$ cat src/rtl/multicycle_sequencer_if.sv
// Control/handshake bundle between the multi-cycle sequencer and its datapath.
// master: sequencer side; slave: datapath/memory side.
interface multicycle_sequencer_if;
    logic [5:0] Opcode;
    logic [5:0] Func;
    logic       Zero;
    logic       ImemAck;
    logic       DmemAck;
    logic       ImemReq;
    logic       IRWrite;
    logic       PCWrite;
    logic       PCSrc;
    logic       RegDst;
    logic       RegWrite;
    logic       ALUSrc;
    logic       ALUSrc2;
    logic       RegSl;
    logic [3:0] ALUOp;
    logic       MemRead;
    logic       MemWrite;
    logic       MemtoReg;
    logic       Busy;
    logic       IllegalOp;
    logic       MemErr;

    modport master (
        input  Opcode, Func, Zero, ImemAck, DmemAck,
        output ImemReq, IRWrite, PCWrite, PCSrc, RegDst, RegWrite,
        output ALUSrc, ALUSrc2, RegSl, ALUOp,
        output MemRead, MemWrite, MemtoReg, Busy, IllegalOp, MemErr
    );

    modport slave (
        output Opcode, Func, Zero, ImemAck, DmemAck,
        input  ImemReq, IRWrite, PCWrite, PCSrc, RegDst, RegWrite,
        input  ALUSrc, ALUSrc2, RegSl, ALUOp,
        input  MemRead, MemWrite, MemtoReg, Busy, IllegalOp, MemErr
    );
endinterface

$ cat src/rtl/multicycle_sequencer.sv
// Multi-cycle control FSM: FETCH, DECODE, EXEC, MEM, WB with memory
// req/ack handshakes, multi-cycle mul, illegal-op and timeout flags.
module multicycle_sequencer #(
    parameter int MUL_CYCLES  = 3,
    parameter int MEM_TIMEOUT = 15
) (
    input logic                   Clk,
    input logic                   Rst_n,
    multicycle_sequencer_if.master bus
);

    localparam int TW = (MEM_TIMEOUT > 1) ? $clog2(MEM_TIMEOUT) : 1;
    localparam int MW = (MUL_CYCLES > 1) ? $clog2(MUL_CYCLES) : 1;
    localparam logic [TW-1:0] TLAST = TW'(MEM_TIMEOUT - 1);
    localparam logic [MW-1:0] MLAST = MW'(MUL_CYCLES - 1);

    typedef enum logic [2:0] {
        FETCH, DECODE, EXEC, MEM, WB
    } state_t;

    typedef enum logic [2:0] {
        K_ALU, K_MUL, K_LW, K_SW, K_BNE
    } kind_t;

    state_t        state;
    kind_t         kind;
    logic [TW-1:0] wait_cnt;
    logic [MW-1:0] mul_cnt;
    logic [3:0]    alu_op;
    logic          reg_dst;
    logic          alu_src;
    logic          alu_src2;
    logic          reg_sl;

    logic          d_legal;
    kind_t         d_kind;
    logic [3:0]    d_alu;
    logic          d_dst;
    logic          d_src;
    logic          d_src2;
    logic          d_sl;

    logic op_r, op_s2, op_addi, op_ori, op_lw, op_sw, op_bne;

    assign op_r    = bus.Opcode == 6'b000000;
    assign op_s2   = bus.Opcode == 6'b011100;
    assign op_addi = bus.Opcode == 6'b001000;
    assign op_ori  = bus.Opcode == 6'b001101;
    assign op_lw   = bus.Opcode == 6'b100011;
    assign op_sw   = bus.Opcode == 6'b101011;
    assign op_bne  = bus.Opcode == 6'b000101;

    always_comb begin
        d_legal = 1'b1;
        d_kind  = K_ALU;
        d_alu   = 4'b0000;
        d_dst   = 1'b0;
        d_src   = 1'b0;
        d_src2  = 1'b0;
        d_sl    = 1'b0;
        unique case (1'b1)
            op_r: begin
                d_dst = 1'b1;
                unique case (bus.Func)
                    6'b100000: d_alu = 4'b0000;
                    6'b100010: d_alu = 4'b0001;
                    6'b100100: d_alu = 4'b0011;
                    6'b100101: d_alu = 4'b0100;
                    6'b101010: d_alu = 4'b0101;
                    6'b000110: d_alu = 4'b1010;
                    6'b000000: begin
                        d_alu  = 4'b1000;
                        d_src2 = 1'b1;
                        d_sl   = 1'b1;
                    end
                    6'b000010: begin
                        d_alu  = 4'b1001;
                        d_src2 = 1'b1;
                        d_sl   = 1'b1;
                    end
                    default: d_legal = 1'b0;
                endcase
            end
            op_s2: begin
                d_dst = 1'b1;
                unique case (bus.Func)
                    6'b100001: d_alu = 4'b1011;
                    6'b100000: d_alu = 4'b1100;
                    6'b000010: begin
                        d_alu  = 4'b0010;
                        d_kind = K_MUL;
                    end
                    default: d_legal = 1'b0;
                endcase
            end
            op_addi: d_src = 1'b1;
            op_ori: begin
                d_src = 1'b1;
                d_alu = 4'b0100;
            end
            op_lw: begin
                d_src  = 1'b1;
                d_kind = K_LW;
            end
            op_sw: begin
                d_src  = 1'b1;
                d_kind = K_SW;
            end
            op_bne: begin
                d_alu  = 4'b0111;
                d_kind = K_BNE;
            end
            default: d_legal = 1'b0;
        endcase
    end

    logic in_fetch, in_mem, in_wb;
    logic fetch_ack, imem_to, dmem_to;
    logic exec_done, bne_taken, back;

    assign in_fetch  = state == FETCH;
    assign in_mem    = state == MEM;
    assign in_wb     = state == WB;
    assign fetch_ack = in_fetch && bus.ImemAck;
    assign imem_to   = in_fetch && !bus.ImemAck && wait_cnt == TLAST;
    assign dmem_to   = in_mem && !bus.DmemAck && wait_cnt == TLAST;
    assign exec_done = state == EXEC && mul_cnt == '0;
    assign bne_taken = exec_done && kind == K_BNE && !bus.Zero;

    // Every path that ends the instruction early or normally returns here.
    assign back = (state == DECODE && !d_legal)
               || (exec_done && kind == K_BNE)
               || (in_mem && bus.DmemAck && kind == K_SW)
               || dmem_to
               || in_wb;

    always_ff @(posedge Clk or negedge Rst_n) begin
        if (!Rst_n) begin
            state    <= FETCH;
            kind     <= K_ALU;
            wait_cnt <= '0;
            mul_cnt  <= '0;
            alu_op   <= 4'b0000;
            reg_dst  <= 1'b0;
            alu_src  <= 1'b0;
            alu_src2 <= 1'b0;
            reg_sl   <= 1'b0;
        end else if (back) begin
            state    <= FETCH;
            kind     <= K_ALU;
            wait_cnt <= '0;
            mul_cnt  <= '0;
            alu_op   <= 4'b0000;
            reg_dst  <= 1'b0;
            alu_src  <= 1'b0;
            alu_src2 <= 1'b0;
            reg_sl   <= 1'b0;
        end else begin
            unique case (state)
                FETCH: begin
                    if (bus.ImemAck) begin
                        state    <= DECODE;
                        wait_cnt <= '0;
                    end else if (imem_to) begin
                        wait_cnt <= '0;
                    end else begin
                        wait_cnt <= wait_cnt + TW'(1);
                    end
                end
                DECODE: begin
                    state    <= EXEC;
                    kind     <= d_kind;
                    alu_op   <= d_alu;
                    reg_dst  <= d_dst;
                    alu_src  <= d_src;
                    alu_src2 <= d_src2;
                    reg_sl   <= d_sl;
                    mul_cnt  <= (d_kind == K_MUL) ? MLAST : '0;
                end
                EXEC: begin
                    if (!exec_done)
                        mul_cnt <= mul_cnt - MW'(1);
                    else if (kind == K_LW || kind == K_SW)
                        state <= MEM;
                    else
                        state <= WB;
                end
                MEM: begin
                    if (bus.DmemAck) begin
                        state    <= WB;
                        wait_cnt <= '0;
                    end else begin
                        wait_cnt <= wait_cnt + TW'(1);
                    end
                end
                default: state <= FETCH;
            endcase
        end
    end

    // Reset forces every output low, including the FETCH request.
    assign bus.ImemReq   = Rst_n & in_fetch;
    assign bus.IRWrite   = Rst_n & fetch_ack;
    assign bus.PCWrite   = Rst_n & (fetch_ack | bne_taken);
    assign bus.PCSrc     = Rst_n & bne_taken;
    assign bus.RegDst    = Rst_n & reg_dst;
    assign bus.RegWrite  = Rst_n & in_wb;
    assign bus.ALUSrc    = Rst_n & alu_src;
    assign bus.ALUSrc2   = Rst_n & alu_src2;
    assign bus.RegSl     = Rst_n & reg_sl;
    assign bus.ALUOp     = {4{Rst_n}} & alu_op;
    assign bus.MemRead   = Rst_n & in_mem & (kind == K_LW);
    assign bus.MemWrite  = Rst_n & in_mem & (kind == K_SW);
    assign bus.MemtoReg  = Rst_n & in_wb & (kind == K_LW);
    assign bus.Busy      = Rst_n & !in_fetch;
    assign bus.IllegalOp = Rst_n & (state == DECODE) & !d_legal;
    assign bus.MemErr    = Rst_n & (imem_to | dmem_to);

endmodule

$ cat src/flat_wrapper.sv
// flat-port wrapper written by rule: the top's interface ports become plain ports
module multicycle_sequencer_flat 
#(
    parameter int MUL_CYCLES  = 3,
    parameter int MEM_TIMEOUT = 15
)
  (Clk, Rst_n, bus_Opcode, bus_Func, bus_Zero, bus_ImemAck, bus_DmemAck, bus_ImemReq, bus_IRWrite, bus_PCWrite, bus_PCSrc, bus_RegDst, bus_RegWrite, bus_ALUSrc, bus_ALUSrc2, bus_RegSl, bus_ALUOp, bus_MemRead, bus_MemWrite, bus_MemtoReg, bus_Busy, bus_IllegalOp, bus_MemErr);
  multicycle_sequencer_if bus_i ();
  input logic Clk;
  input logic Rst_n;
  input wire logic [$bits(bus_i.Opcode)-1:0] bus_Opcode;
  input wire logic [$bits(bus_i.Func)-1:0] bus_Func;
  input wire logic [$bits(bus_i.Zero)-1:0] bus_Zero;
  input wire logic [$bits(bus_i.ImemAck)-1:0] bus_ImemAck;
  input wire logic [$bits(bus_i.DmemAck)-1:0] bus_DmemAck;
  output wire logic [$bits(bus_i.ImemReq)-1:0] bus_ImemReq;
  output wire logic [$bits(bus_i.IRWrite)-1:0] bus_IRWrite;
  output wire logic [$bits(bus_i.PCWrite)-1:0] bus_PCWrite;
  output wire logic [$bits(bus_i.PCSrc)-1:0] bus_PCSrc;
  output wire logic [$bits(bus_i.RegDst)-1:0] bus_RegDst;
  output wire logic [$bits(bus_i.RegWrite)-1:0] bus_RegWrite;
  output wire logic [$bits(bus_i.ALUSrc)-1:0] bus_ALUSrc;
  output wire logic [$bits(bus_i.ALUSrc2)-1:0] bus_ALUSrc2;
  output wire logic [$bits(bus_i.RegSl)-1:0] bus_RegSl;
  output wire logic [$bits(bus_i.ALUOp)-1:0] bus_ALUOp;
  output wire logic [$bits(bus_i.MemRead)-1:0] bus_MemRead;
  output wire logic [$bits(bus_i.MemWrite)-1:0] bus_MemWrite;
  output wire logic [$bits(bus_i.MemtoReg)-1:0] bus_MemtoReg;
  output wire logic [$bits(bus_i.Busy)-1:0] bus_Busy;
  output wire logic [$bits(bus_i.IllegalOp)-1:0] bus_IllegalOp;
  output wire logic [$bits(bus_i.MemErr)-1:0] bus_MemErr;
  assign bus_i.Opcode = bus_Opcode;
  assign bus_i.Func = bus_Func;
  assign bus_i.Zero = bus_Zero;
  assign bus_i.ImemAck = bus_ImemAck;
  assign bus_i.DmemAck = bus_DmemAck;
  assign bus_ImemReq = bus_i.ImemReq;
  assign bus_IRWrite = bus_i.IRWrite;
  assign bus_PCWrite = bus_i.PCWrite;
  assign bus_PCSrc = bus_i.PCSrc;
  assign bus_RegDst = bus_i.RegDst;
  assign bus_RegWrite = bus_i.RegWrite;
  assign bus_ALUSrc = bus_i.ALUSrc;
  assign bus_ALUSrc2 = bus_i.ALUSrc2;
  assign bus_RegSl = bus_i.RegSl;
  assign bus_ALUOp = bus_i.ALUOp;
  assign bus_MemRead = bus_i.MemRead;
  assign bus_MemWrite = bus_i.MemWrite;
  assign bus_MemtoReg = bus_i.MemtoReg;
  assign bus_Busy = bus_i.Busy;
  assign bus_IllegalOp = bus_i.IllegalOp;
  assign bus_MemErr = bus_i.MemErr;
  multicycle_sequencer #(.MUL_CYCLES(MUL_CYCLES), .MEM_TIMEOUT(MEM_TIMEOUT)) u_core (.Clk(Clk), .Rst_n(Rst_n), .bus(bus_i));
endmodule
$ cat config.mk
export PLATFORM = sky130hd
export DESIGN_NAME = multicycle_sequencer_flat
export DESIGN_NICKNAME = d
export VERILOG_FILES = /design/src/rtl/multicycle_sequencer_if.sv /design/src/rtl/multicycle_sequencer.sv /design/src/flat_wrapper.sv
export SDC_FILE = /design/constraint.sdc
export NUM_CORES = 1
export LEC_CHECK = 0
export ABC_AREA = 1
export CORE_AREA = 5 5 85 87
export DETAILED_ROUTE_END_ITERATION = 8
export DIE_AREA = 0 0 90 92
export DONT_BUFFER_PORTS = 1
export SYNTH_ARGS = -nofsm -noshare
export SYNTH_HDL_FRONTEND = slang
export SYNTH_SLANG_ARGS = --single-unit
export TNS_END_PERCENT = 5
$ cat constraint.sdc
create_clock -name Clk -period 1.95 [get_ports Clk]
set_input_delay 0.39 -clock Clk [delete_from_list [all_inputs] [get_ports Clk]]
set_output_delay 0.39 -clock Clk [all_outputs]
set_load 0.01 [all_outputs]
# Word level (Yosys, flattened, before mapping)
# Index checks and enable logic that the tools add are counted.
[op_classes]
add_sub_neg = 2
n_eq_ne = 27
mux = 37
n_bitwise = 19
reduce_logical = 36
[ops]
columns = ["cell", "count"]
rows = [
  ["6-bit equality test (second input constant)", 8],
  ["4-bit one-hot mux with 7 select lines", 1],
  ["4-bit two-way mux", 6],
  ["3-bit one-hot mux with 4 select lines", 2],
  ["3-bit two-way mux", 7],
  ["1-bit bitwise AND", 16],
  ["4-bit one-hot mux with 4 select lines", 1],
  ["1-bit two-way mux", 13],
  ["3-bit by 2-bit equality test with 1-bit output (second input constant)", 4],
  ["6-bit by 3-bit equality test with 1-bit output (second input constant)", 2],
  ["6-bit by 4-bit equality test with 1-bit output (second input constant)", 2],
  ["6-bit logical NOT", 2],
  ["4-bit one-hot mux with 3 select lines", 1],
  ["1-bit logical AND", 11],
  ["3-bit != test (second input constant)", 3],
  ["4-bit one-hot mux with 2 select lines", 1],
  ["8-bit OR reduction", 1],
  ["3-bit by 1-bit equality test with 1-bit output (second input constant)", 2],
  ["3-bit equality test (second input constant)", 2],
  ["6-bit by 2-bit equality test with 1-bit output (second input constant)", 1],
  ["6-bit by 5-bit equality test with 1-bit output (second input constant)", 1],
  ["2-bit two-way mux", 3],
  ["3-bit nonzero test", 2],
  ["1-bit logical NOT", 5],
  ["other kinds (18)", 24],
]
[word_totals]
regBits = 19
input_bits = 17
out_inout_bits = 19
word_cells = 129

# Longest topological paths before layout
# Gate-level depths: netlist (run 1).
[depth]
word_depth = 12
mapped_depth = 13
ltp_nobuf = 13

# Worst setup path before layout (run 1)
# Ideal clock, no wire load.
[synth_timing]
path_type = "register -> output"
startpoint = "register u_core.state[2]"
endpoint = "output port bus_MemErr"
t_arrival_ps = 1359
required_ps = 1560
slack_ps = 201
stages_incl_launch_ff = 8
n_path_buf = 0
path_cell_list = "dfrtp_1 > inv_1 > nand2_1 > nor2_2 > inv_2 > or2_4 > nand2_1 > nor3b_1"
[synth_via]
elab_chain_len = 5
elab_cells_between_ends = 8
classes_between = "eq/ne: 1; bitwise: 2; reduce/logical: 5"
[synth_rtl]
columns = ["item", "line", "text"]
rows = [
  ["start: declaration", "multicycle_sequencer.sv:25", "state_t state;"],
  ["start signal: assignment", "multicycle_sequencer.sv:139", "state <= FETCH;"],
  ["start signal: assignment", "multicycle_sequencer.sv:149", "state <= FETCH;"],
  ["start signal: assignment", "multicycle_sequencer.sv:162", "state <= DECODE;"],
  ["3-bit by 2-bit equality test with 1-bit output or 3-bit logical NOT (tied branches)", "multicycle_sequencer.sv:122, multicycle_sequencer.sv:121", ""],
  ["1-bit logical AND, on equally long branches (2 in series)", "multicycle_sequencer.sv:126, multicycle_sequencer.sv:125", ""],
  ["1-bit OR (*)", "multicycle_sequencer.sv:217", "assign bus.MemErr = Rst_n & (imem_to | dmem_to);"],
  ["1-bit bitwise AND (*)", "multicycle_sequencer.sv:217", ""],
  ["end: declaration", "flat_wrapper.sv:31", "output wire logic [$bits(bus_i.MemErr)-1:0] bus_MemErr;"],
]
# Every way passes the cells marked *; elsewhere a longest branch is shown, timed or not.

# Final worst setup path (run 1)
# Ends and elaborated chain as after synthesis.

==> results.yml, run 1 <==
pwr:
  peakVddDrop_mv: 0.4093
  power_density_nw_per_um2: 984.6
  leakagePower_nw: 0.9893
sta:
  timing.final.crit_period_ns: 1.975
  rsz0062_at_grt: "yes"
  setup_slack_ns: -0.02496
  slew_headroom_pct: 39.57
  period_share_pct: 101.3
  worstMarginPinSlew_ns: 0.9034
  slew_violations: 0
  skew_ns: 0.003675
  clock.fmax_mhz: 506.3
  finalHoldViolations: 0
  finalSetupTns_ns: -0.02496
  finalSetupViolCount: 1
synthesis:
  async_reset_ff_share_pct: 100.0
  ys_ff_latch: 19
  ys.flop_type: "dfrtp_1"
  synth_cells: 241
  yosysUniqueCellTypes: 33
  yosysMostFrequentCell: "nand2_1"
  synth_edf_count: 0
  synth_area_leaders: "dfrtp_1 31%, nand2_1 15%, inv_1 8.7%"
  yosysWarnings: 0
  ys_seq_area_share_pct: 30.52
  synth_area_sq_um: 1558
  synth_top_area_share_pct: 30.52
  syn_area_per_cell_sq_um: 6.464
  yosysTopAreaCell: "dfrtp_1"
  syn_nets: 261
  synth_commonest_cells: "62 x nand2_1, 36 x inv_1, 30 x nor2_1"
floorplan:
  die_area_sq_um: 8280
  coreArea_sq_um: 6277
  initial_core_util_pct: 24.82
  ios: 36
  die_x_um: 90
  die-height_um: 92
  rows: 29
critical_path:
  cp-endpoint: "bus_MemErr"
  worstSetupPathType: "reg2out"
  path_max_fanout: 3
  r2r_start: "u_core.state[2]$_DFFE_PN0P_"
  rr_worst_depth: 13
  r2r-end: "u_core.wait_cnt[0]$_DFFE_PN0P_"
  end_kind: "primary output"
  cp-startpoint: "u_core.state[2]$_DFFE_PN0P_"
  setup.worst_path.start_class: "flip-flop"
  r2r_setup_slack_ns: 0.10
  crit_required_ns: 1.56
  cp.arrival_ns: 1.58
finish:
  drive_above_1_share_pct: 22.01
  ff_latch_area_sq_um: 476.7
  antenna_cells: 0
  fin_nets: 280
  multi_input_area_sq_um: 984.7
  fill_cells: 664
  syn2layout_area_growth_pct: 21.77
  design_area_sq_um: 1897
global_route:
  grt_pass1_vias: 1586
  grt_overflow: 0
  grt_pass1_wl_um: 7148
  antenna_found_initial: 0
  grt_use_total_pct: 10.12
  grt_max_degree: 20
cts:
  clk_pin_slew_ns: 0.08
  cts_tree: "built"
  cts.sinks: 19
  numCtsBuffers: 3
  clockBufferDepth: 2
  insertion_delay_ns: 0.26
  cts-root-buf: "clkbuf_8"
  htreeDepth: 1
detailed_routing:
  first_pass_iters: 4
  wl_met1_um: 2026
  top_layer_used: "met4"
  drt_iter0_drc: 169
  vias: 1599
  viasPerCell: 4.759
  wl_met2_um: 2101
  wl_um: 4362
  wl_met3_um: 179
  wire_per_inst_um: 12.98
  drc: 0
  ant_nets: 0
place:
  io_buffer_count: 0
  gp_congestion: 0.8753
  place_area_sq_um: 1707
  dp_hpwl_um: 3342
  pre_cts_ws_ns: 0.06837
status:
  violations: "negative setup slack"
  status: "finished with violations"
worst_hold_path:
  hp-class: "in2reg"
  hp-start: "bus_Opcode[3]"
run:
  drv_cap: 0
area by class of cell:
| class | count | area share [%] |
|---|---|---|
| clock buffer | 3 | 2.177 |
| clock inverter | 1 | 0.2639 |
| inverter | 41 | 8.377 |
| multi-input combinational | 178 | 51.91 |
| sequential | 19 | 25.13 |
| tap | 77 | 5.079 |
| timing repair buffer | 17 | 7.058 |
sequential cells by signal, summed over array words and instances (netlist names):
signal	cells
u_core.state	3
u_core.alu_op	4
u_core.alu_src2	1
u_core.reg_dst	1
u_core.mul_cnt	2
u_core.alu_src	1
u_core.kind	3
u_core.wait_cnt	4
cells by family (layout without fill, tap and decap cells):
group,Yosys count,after routing,share of synthesized area (%)
AND/OR/NAND/NOR,148,148,45.86
XOR/XNOR,2,2,1.125
buffers and inverters,44,62,11.00
AO/OA/AOI/OAI,25,25,9.077
flip-flops,19,19,30.52
adder cells (fa/ha/maj),3,3,2.410
repair_timing:
action | in CTS | in global routing
gates resized for setup | 13 | 10
endpoints found under the setup margin | 3 | 7
pin swaps | 2 | 2
hold buffers | 1 | 0
endpoints found under the hold margin | 19 | 0
setup buffers | 5 | 2
metrics by stage:
step / std cells / utilization [%] / total power, W / hold WS, ns
2_1_floorplan: 241 / - / 0.001210 / 0.09441
3_5_place_dp: 324 / 27.19 / 0.001446 / 0.09514
5_1_grt: 336 / 30.22 / 0.002008 / 0.3696
6_report: 336 / 30.22 / 0.001868 / 0.3381
4_1_cts: 334 / 29.36 / 0.001800 / 0.3415
3_3_place_gp: 324 / 27.19 / 0.001431 / 0.09512
routing by layer:
| metal | GRT usage (%) | vias to the layer above |
|---|---|---|
| li1 | - | 812 |
| met1 | 13.07 | 746 |
| met2 | 17.32 | 36 |
| met3 | 1.473 | 5 |
| met4 | 3.350 | 0 |
| met5 | 0 | - |
worst max-delay path, stage by stage (launching register included):
cell and delay, ns:
dfrtp_1 0.40, inv_2 0.11, nand2_2 0.07, nor2_4 0.09, inv_2 0.04, or2_4 0.23
nand2_2 0.06, nor3b_2 0.17, buf_4 0.15
worst min path at each step:
| stage | slack [ns] | cells past startpoint | end |
|---|---|---|---|
| 4_1_cts | 0.34 | 2 | u_core.alu_src$_DFFE_PN0P_ |
| 3_5_place_dp | 0.1 | 0 | u_core.wait_cnt[3]$_DFFE_PN0P_ |
| 6_report | 0.34 | 2 | u_core.alu_src$_DFFE_PN0P_ |
| 3_3_place_gp | 0.1 | 0 | u_core.wait_cnt[3]$_DFFE_PN0P_ |
| 5_1_grt | 0.37 | 2 | u_core.alu_src$_DFFE_PN0P_ |
| 2_1_floorplan | 0.09 | 0 | u_core.alu_op[0]$_DFFE_PN0P_ |
power breakdown:
part / switching [W] / leakage, nW / total [W] / internal [W]
Sequential: 0.0000750 / 0.257 / 0.000548 / 0.000473
Combinational: 0.000685 / 0.706 / 0.00103 / 0.000347
Clock: 0.000146 / 0.0255 / 0.000288 / 0.000143
Total: 0.000906 / 0.989 / 0.00187 / 0.000962
cells in the final DEF (no fill, tap or decap), drive strengths merged, types with 2 or more instances in the layout:
cell type / count
o2111ai: 2
nand4: 7
nor4: 3
o21ai: 7
ha: 3
inv: 41
nand2: 64
nand3: 29
buf: 16
nor3: 4
a21oi: 12
dfrtp: 19
clkbuf: 3
nor2: 37
or2: 2
xor2: 2
Power figures use the tool's default switching activity.
==> run 2: changes to the inputs <==
clock period = 2.3 ns   (was 1.95 ns; I/O delays follow)
==> results.yml, run 2 (same netlist as run 1, synthesis figures left out) <==
global_route:
  antenna_found_initial: 0
  grt_use_total_pct: 9.639
  grt_pass1_vias: 1440
  grt_max_degree: 20
  grt_overflow: 0
  grt_pass1_wl_um: 6789
critical_path:
  crit_required_ns: 1.84
  cp.arrival_ns: 1.71
  crit_path_frequent_cell: "nand2_1"
  cp_slowest_cell: "dfrtp_1"
  setup.worst_path.start_class: "flip-flop"
  r2r-end: "u_core.alu_src$_DFFE_PN0P_"
  worstSetupPathType: "reg2out"
  r2r_setup_slack_ns: 0.59
  path_buf_inv: 3
  worstPathCellList: "inv_1 -> nand2_1 -> nor2_2 -> inv_2 -> or2_4 -> nand2_1 -> nor3b_2 -> buf_4"
  max_stage_delay_ns: 0.41
  end_kind: "primary output"
  rr_worst_depth: 9
  r2r_start: "u_core.wait_cnt[0]$_DFFE_PN0P_"
  path_delay_family: "simple AND/OR/NAND/NOR gates"
  path_max_fanout: 5
pwr:
  p_comb_share_pct: 51.1
  leakagePower_nw: 0.9302
  intPower_w: 0.0007404
  power_frac_clock_pct: 17.0
  peakVddDrop_mv: 0.2731
  p_sw_share_pct: 48.22
  p_seq_share_pct: 31.9
  power_density_nw_per_um2: 822.7
  switchingPower_w: 0.0006894
sta:
  rsz0062_at_grt: "no"
  period_share_pct: 94.38
  skew_ns: 0.001496
  clock.fmax_mhz: 460.7
  finalHoldViolations: 0
  hold-worst-slack_ns: 0.4143
  timing.final.crit_period_ns: 2.171
  slew_headroom_pct: 41.77
  finalSetupTns_ns: 0
  slew_violations: 0
  finalSetupViolCount: 0
  worstMarginPinSlew_ns: 0.8706
detailed_routing:
  drc: 0
  vias: 1517
  ant_nets: 0
  wl_um: 3963
  drt_iter0_drc: 132
  viasPerCell: 4.668
  wire_per_inst_um: 12.19
  first_pass_iters: 7
floorplan:
  coreArea_sq_um: 6277
  die_area_sq_um: 8280
  die_x_um: 90
  initial_core_util_pct: 24.82
  ios: 36
  die-height_um: 92
  rows: 29
finish:
  drive_above_1_share_pct: 12.50
  syn2layout_area_growth_pct: 11.57
  antenna_cells: 0
  layout.cells.non_filler: 325
  mostFrequentLayoutCells: "62 x nand2_1, 36 x inv_1, 30 x nor2_1"
  final_core_util_pct: 27.69
  layout_commonest_cell: "nand2_1"
  design_area_sq_um: 1738
  top_regs: "u_core.alu_op x4, u_core.wait_cnt x4"
  fin_nets: 269
cts:
  clockBufferDepth: 2
  htreeDepth: 1
  cts_tree: "built"
  cts.sinks: 19
  clk_pin_slew_ns: 0.07
  insertion_delay_ns: 0.26
  cts-root-buf: "clkbuf_8"
  numCtsBuffers: 3
  post_cts_buffers: 0
run:
  drv_cap: 0
place:
  io_buffer_count: 0
  gp_congestion: 0.8762
  dp_cells: 320
  dp_hpwl_um: 3141
  place_area_sq_um: 1677
worst_hold_path:
  hp-start: "bus_Opcode[3]"
  hp-class: "in2reg"
  hold_end: "u_core.alu_src$_DFFE_PN0P_"
  hold_depth: 2
status:
  status: "completed"
## run 2: changes by cell type in the layout (fill, tap and decap cells not counted), sizes merged
cell  before  now
buf       16    5
## run 2: power by group through the flow
| stage | clock network [W] | logic (W) | registers [W] |
|---|---|---|---|
| after floorplan | 0 | 0.000578 | 0.000448 |
| after global placement | 0 | 0.000728 | 0.000459 |
| after detailed placement | 0 | 0.000727 | 0.000462 |
| after CTS | 0.000245 | 0.000737 | 0.000455 |
| after global routing | 0.000258 | 0.000847 | 0.000466 |
| final | 0.000243 | 0.000731 | 0.000456 |
## run 2: routing by layer
layer	GRT usage (%)	routed length [um]	share of wire (%)	vias up
met2	15.06	1740	44	33
li1	-	-	-	788
met4	3.474	78	2.0	0
met3	1.555	164	4.1	6
met5	0	0	0	-
met1	13.40	1981	50	690
## run 2: worst max-delay path by stage
stage / cells after the start / from / end / slack [ns]
after global routing: 7 / u_core.state[1]$_DFFE_PN0P_ / bus_MemErr / 0.007
after detailed placement: 8 / u_core.state[2]$_DFFE_PN0P_ / bus_MemErr / 0.35
after CTS: 8 / u_core.state[2]$_DFFE_PN0P_ / bus_MemErr / 0.05
after global placement: 8 / u_core.state[2]$_DFFE_PN0P_ / bus_MemErr / 0.38
after floorplan: 4 / Rst_n / bus_MemRead / 0.44
final: 8 / u_core.state[2]$_DFFE_PN0P_ / bus_MemErr / 0.13
## run 2: area by class of cell
cell class | instances | area [sq um]
clock buffers | 3 | 41.29
clock inverters | 1 | 5.005
fillers | 688 | 4539
inverters | 41 | 156.4
multi-input cells | 178 | 915.9
flip-flops and latches | 19 | 475.5
well taps | 77 | 96.34
repair buffers | 6 | 47.55
## run 2: worst reg2reg max path, delay by kind of cell, from the launching register on
kind,cells,cell delay (ns)
and+or+nand+nor,6,0.90
DFF,1,0.40
adders and majority gates,1,0.19
AOI/OAI and AO/OA,1,0.08
buffers and inverters,1,0.07
## run 2: repair_timing
| action | in CTS | in global routing |
|---|---|---|
| gates resized for setup | 0 | 1 |
| endpoints found under the setup margin | 0 | 1 |
| hold endpoints to repair | 19 | 0 |
| hold buffers | 1 | 0 |
## run 2: stage by stage
step / power (W) / setup WS, ns
final: 0.001430 / 0.1293
after global routing: 0.001572 / 0.007328
after CTS: 0.001436 / 0.05283
after detailed placement: 0.001188 / 0.3473
after global placement: 0.001187 / 0.3832
after floorplan: 0.001026 / 0.4357
==> run 3: changes to the inputs <==
--- a/config.mk
+++ b/config.mk
@@ -7,7 +7,7 @@
 export LEC_CHECK = 0
 export ABC_AREA = 1
-export CORE_AREA = 5 5 85 87
+export CORE_AREA = 5 5 69 71
 export DETAILED_ROUTE_END_ITERATION = 8
-export DIE_AREA = 0 0 90 92
+export DIE_AREA = 0 0 74 76
 export DONT_BUFFER_PORTS = 1
 export SYNTH_ARGS = -nofsm -noshare
==> constraint.sdc (replaced) <==
create_clock -name Clk -period 2.3 [get_ports Clk]
set_input_delay 0.115 -clock Clk [delete_from_list [all_inputs] [get_ports Clk]]
set_output_delay 0.115 -clock Clk [all_outputs]
set_load 0.01 [all_outputs]
==> results.yml, run 3 (same netlist as run 1, synthesis figures left out) <==
detailed_routing:
  first_pass_iters: 5
  ant_nets: 0
  vias: 1515
  wire_per_inst_um: 12.45
  viasPerCell: 5.118
  wl_um: 3685
  drt_iter0_drc: 62
  drc: 0
floorplan:
  initial_core_util_pct: 37.32
  ios: 36
  die-height_um: 76
  rows: 24
  coreArea_sq_um: 4174
  die_x_um: 74
  die_area_sq_um: 5624
finish:
  final_core_util_pct: 40.02
  fin_nets: 265
  layout.cells.non_filler: 296
  syn2layout_area_growth_pct: 7.229
  design_area_sq_um: 1670
  antenna_cells: 0
  drive_above_1_share_pct: 10.25
  top_regs: "u_core.alu_op x4, u_core.wait_cnt x4"
  mostFrequentLayoutCells: "62 x nand2_1, 36 x inv_1, 30 x nor2_1"
  layout_commonest_cell: "nand2_1"
sta:
  finalSetupTns_ns: 0
  clock.fmax_mhz: 527.6
  finalSetupViolCount: 0
  slew_headroom_pct: 41.39
  rsz0062_at_grt: "no"
  slew_violations: 0
  finalHoldViolations: 0
  worstMarginPinSlew_ns: 0.8762
  skew_ns: 0.003820
  period_share_pct: 82.41
  timing.final.crit_period_ns: 1.895
cts:
  cts_tree: "built"
  cts.sinks: 19
  post_cts_resized: 0
  clk_pin_slew_ns: 0.07
  clockBufferDepth: 2
  insertion_delay_ns: 0.25
  cts-root-buf: "clkbuf_8"
  post_cts_buffers: 0
  htreeDepth: 1
  numCtsBuffers: 3
critical_path:
  setup.worst_path.start_class: "flip-flop"
  cp.arrival_ns: 1.78
  worstSetupPathType: "reg2out"
  path_max_fanout: 5
  end_kind: "primary output"
  rr_worst_depth: 11
  crit_required_ns: 2.18
global_route:
  grt_use_total_pct: 13.47
  grt_overflow: 0
  antenna_found_initial: 0
  grt_pass1_vias: 1460
  grt_max_degree: 20
  grt_pass1_wl_um: 6168
worst_hold_path:
  hold_depth: 2
  hp-class: "in2reg"
place:
  dp_cells: 291
  io_buffer_count: 0
  place_area_sq_um: 1615
  dp_hpwl_um: 2962
  gp_congestion: 0.8008
pwr:
  leakagePower_nw: 0.9050
  power_density_nw_per_um2: 848.5
  peakVddDrop_mv: 0.2741
  total_power_w: 0.001417
run:
  drv_cap: 0
status:
  status: "completed"
-- run 3: cell count changes in the layout (fill, tap and decap cells not counted), sizes merged --
cell	change
buf	-4
clkinv	-1
clkbuf	+1
-- run 3: metrics by stage --
step | hold WS [ns] | setup slack [ns]
after detailed placement | -0.1800 | 0.6107
after floorplan | -0.1806 | 0.7205
final | 0.09049 | 0.4045
after global routing | 0.1150 | 0.2204
after global placement | -0.1800 | 0.6179
after CTS | 0.08868 | 0.3921
-- run 3: layout make-up --
type                    count  area (sq um)
clock buffers               4         45.04
fillers                   456          2504
inverters                  41         156.4
multi-input cells         178         910.9
flip-flops and latches     19         475.5
well taps                  52         65.06
repair buffers              2         17.52
-- run 3: final timing paths --
check / start / to / slack, ns
worst max register to register: u_core.state[2]$_DFFE_PN0P_ / u_core.wait_cnt[1]$_DFFE_PN0P_ / 0.60
worst min register to register: u_core.mul_cnt[1]$_DFFE_PN0P_ / u_core.mul_cnt[1]$_DFFE_PN0P_ / 0.48
worst max-delay path: u_core.state[2]$_DFFE_PN0P_ / bus_MemErr / 0.40
max in group asynchronous: Rst_n / u_core.state[0]$_DFFE_PN0P_ / 1.33
worst min-delay path: bus_Opcode[2] / u_core.kind[1]$_DFFE_PN0P_ / 0.09
min in group asynchronous: Rst_n / u_core.alu_op[1]$_DFFE_PN0P_ / 0.42
-- run 3: where the power goes --
part | switching [W] | total [W] | internal (W)
combinational | 0.000513 | 0.000732 | 0.000219
sequential | 0.0000560 | 0.000456 | 0.000400
clock | 0.000107 | 0.000230 | 0.000123
-- run 3: critical path, stage by stage (launching register included) --
cell and delay [ns]:
dfrtp_1 0.41, inv_1 0.11, nand2_1 0.07, nor2_2 0.14, inv_2 0.08, or2_4 0.26
nand2_1 0.09, nor3b_1 0.38
-- run 3: timing repair --
action	CTS	global route
endpoints found under the setup margin	0	0
hold buffers	1	0
hold endpoints to repair	19	0
-- run 3: metal layers --
layer | vias to the layer above | track usage, % | wire length [um]
li1 | 782 | - | -
met1 | 675 | 19.02 | 1799
met2 | 54 | 20.12 | 1592
met3 | 4 | 2.639 | 258
met4 | 0 | 4.891 | 34
met5 | - | 0 | 0
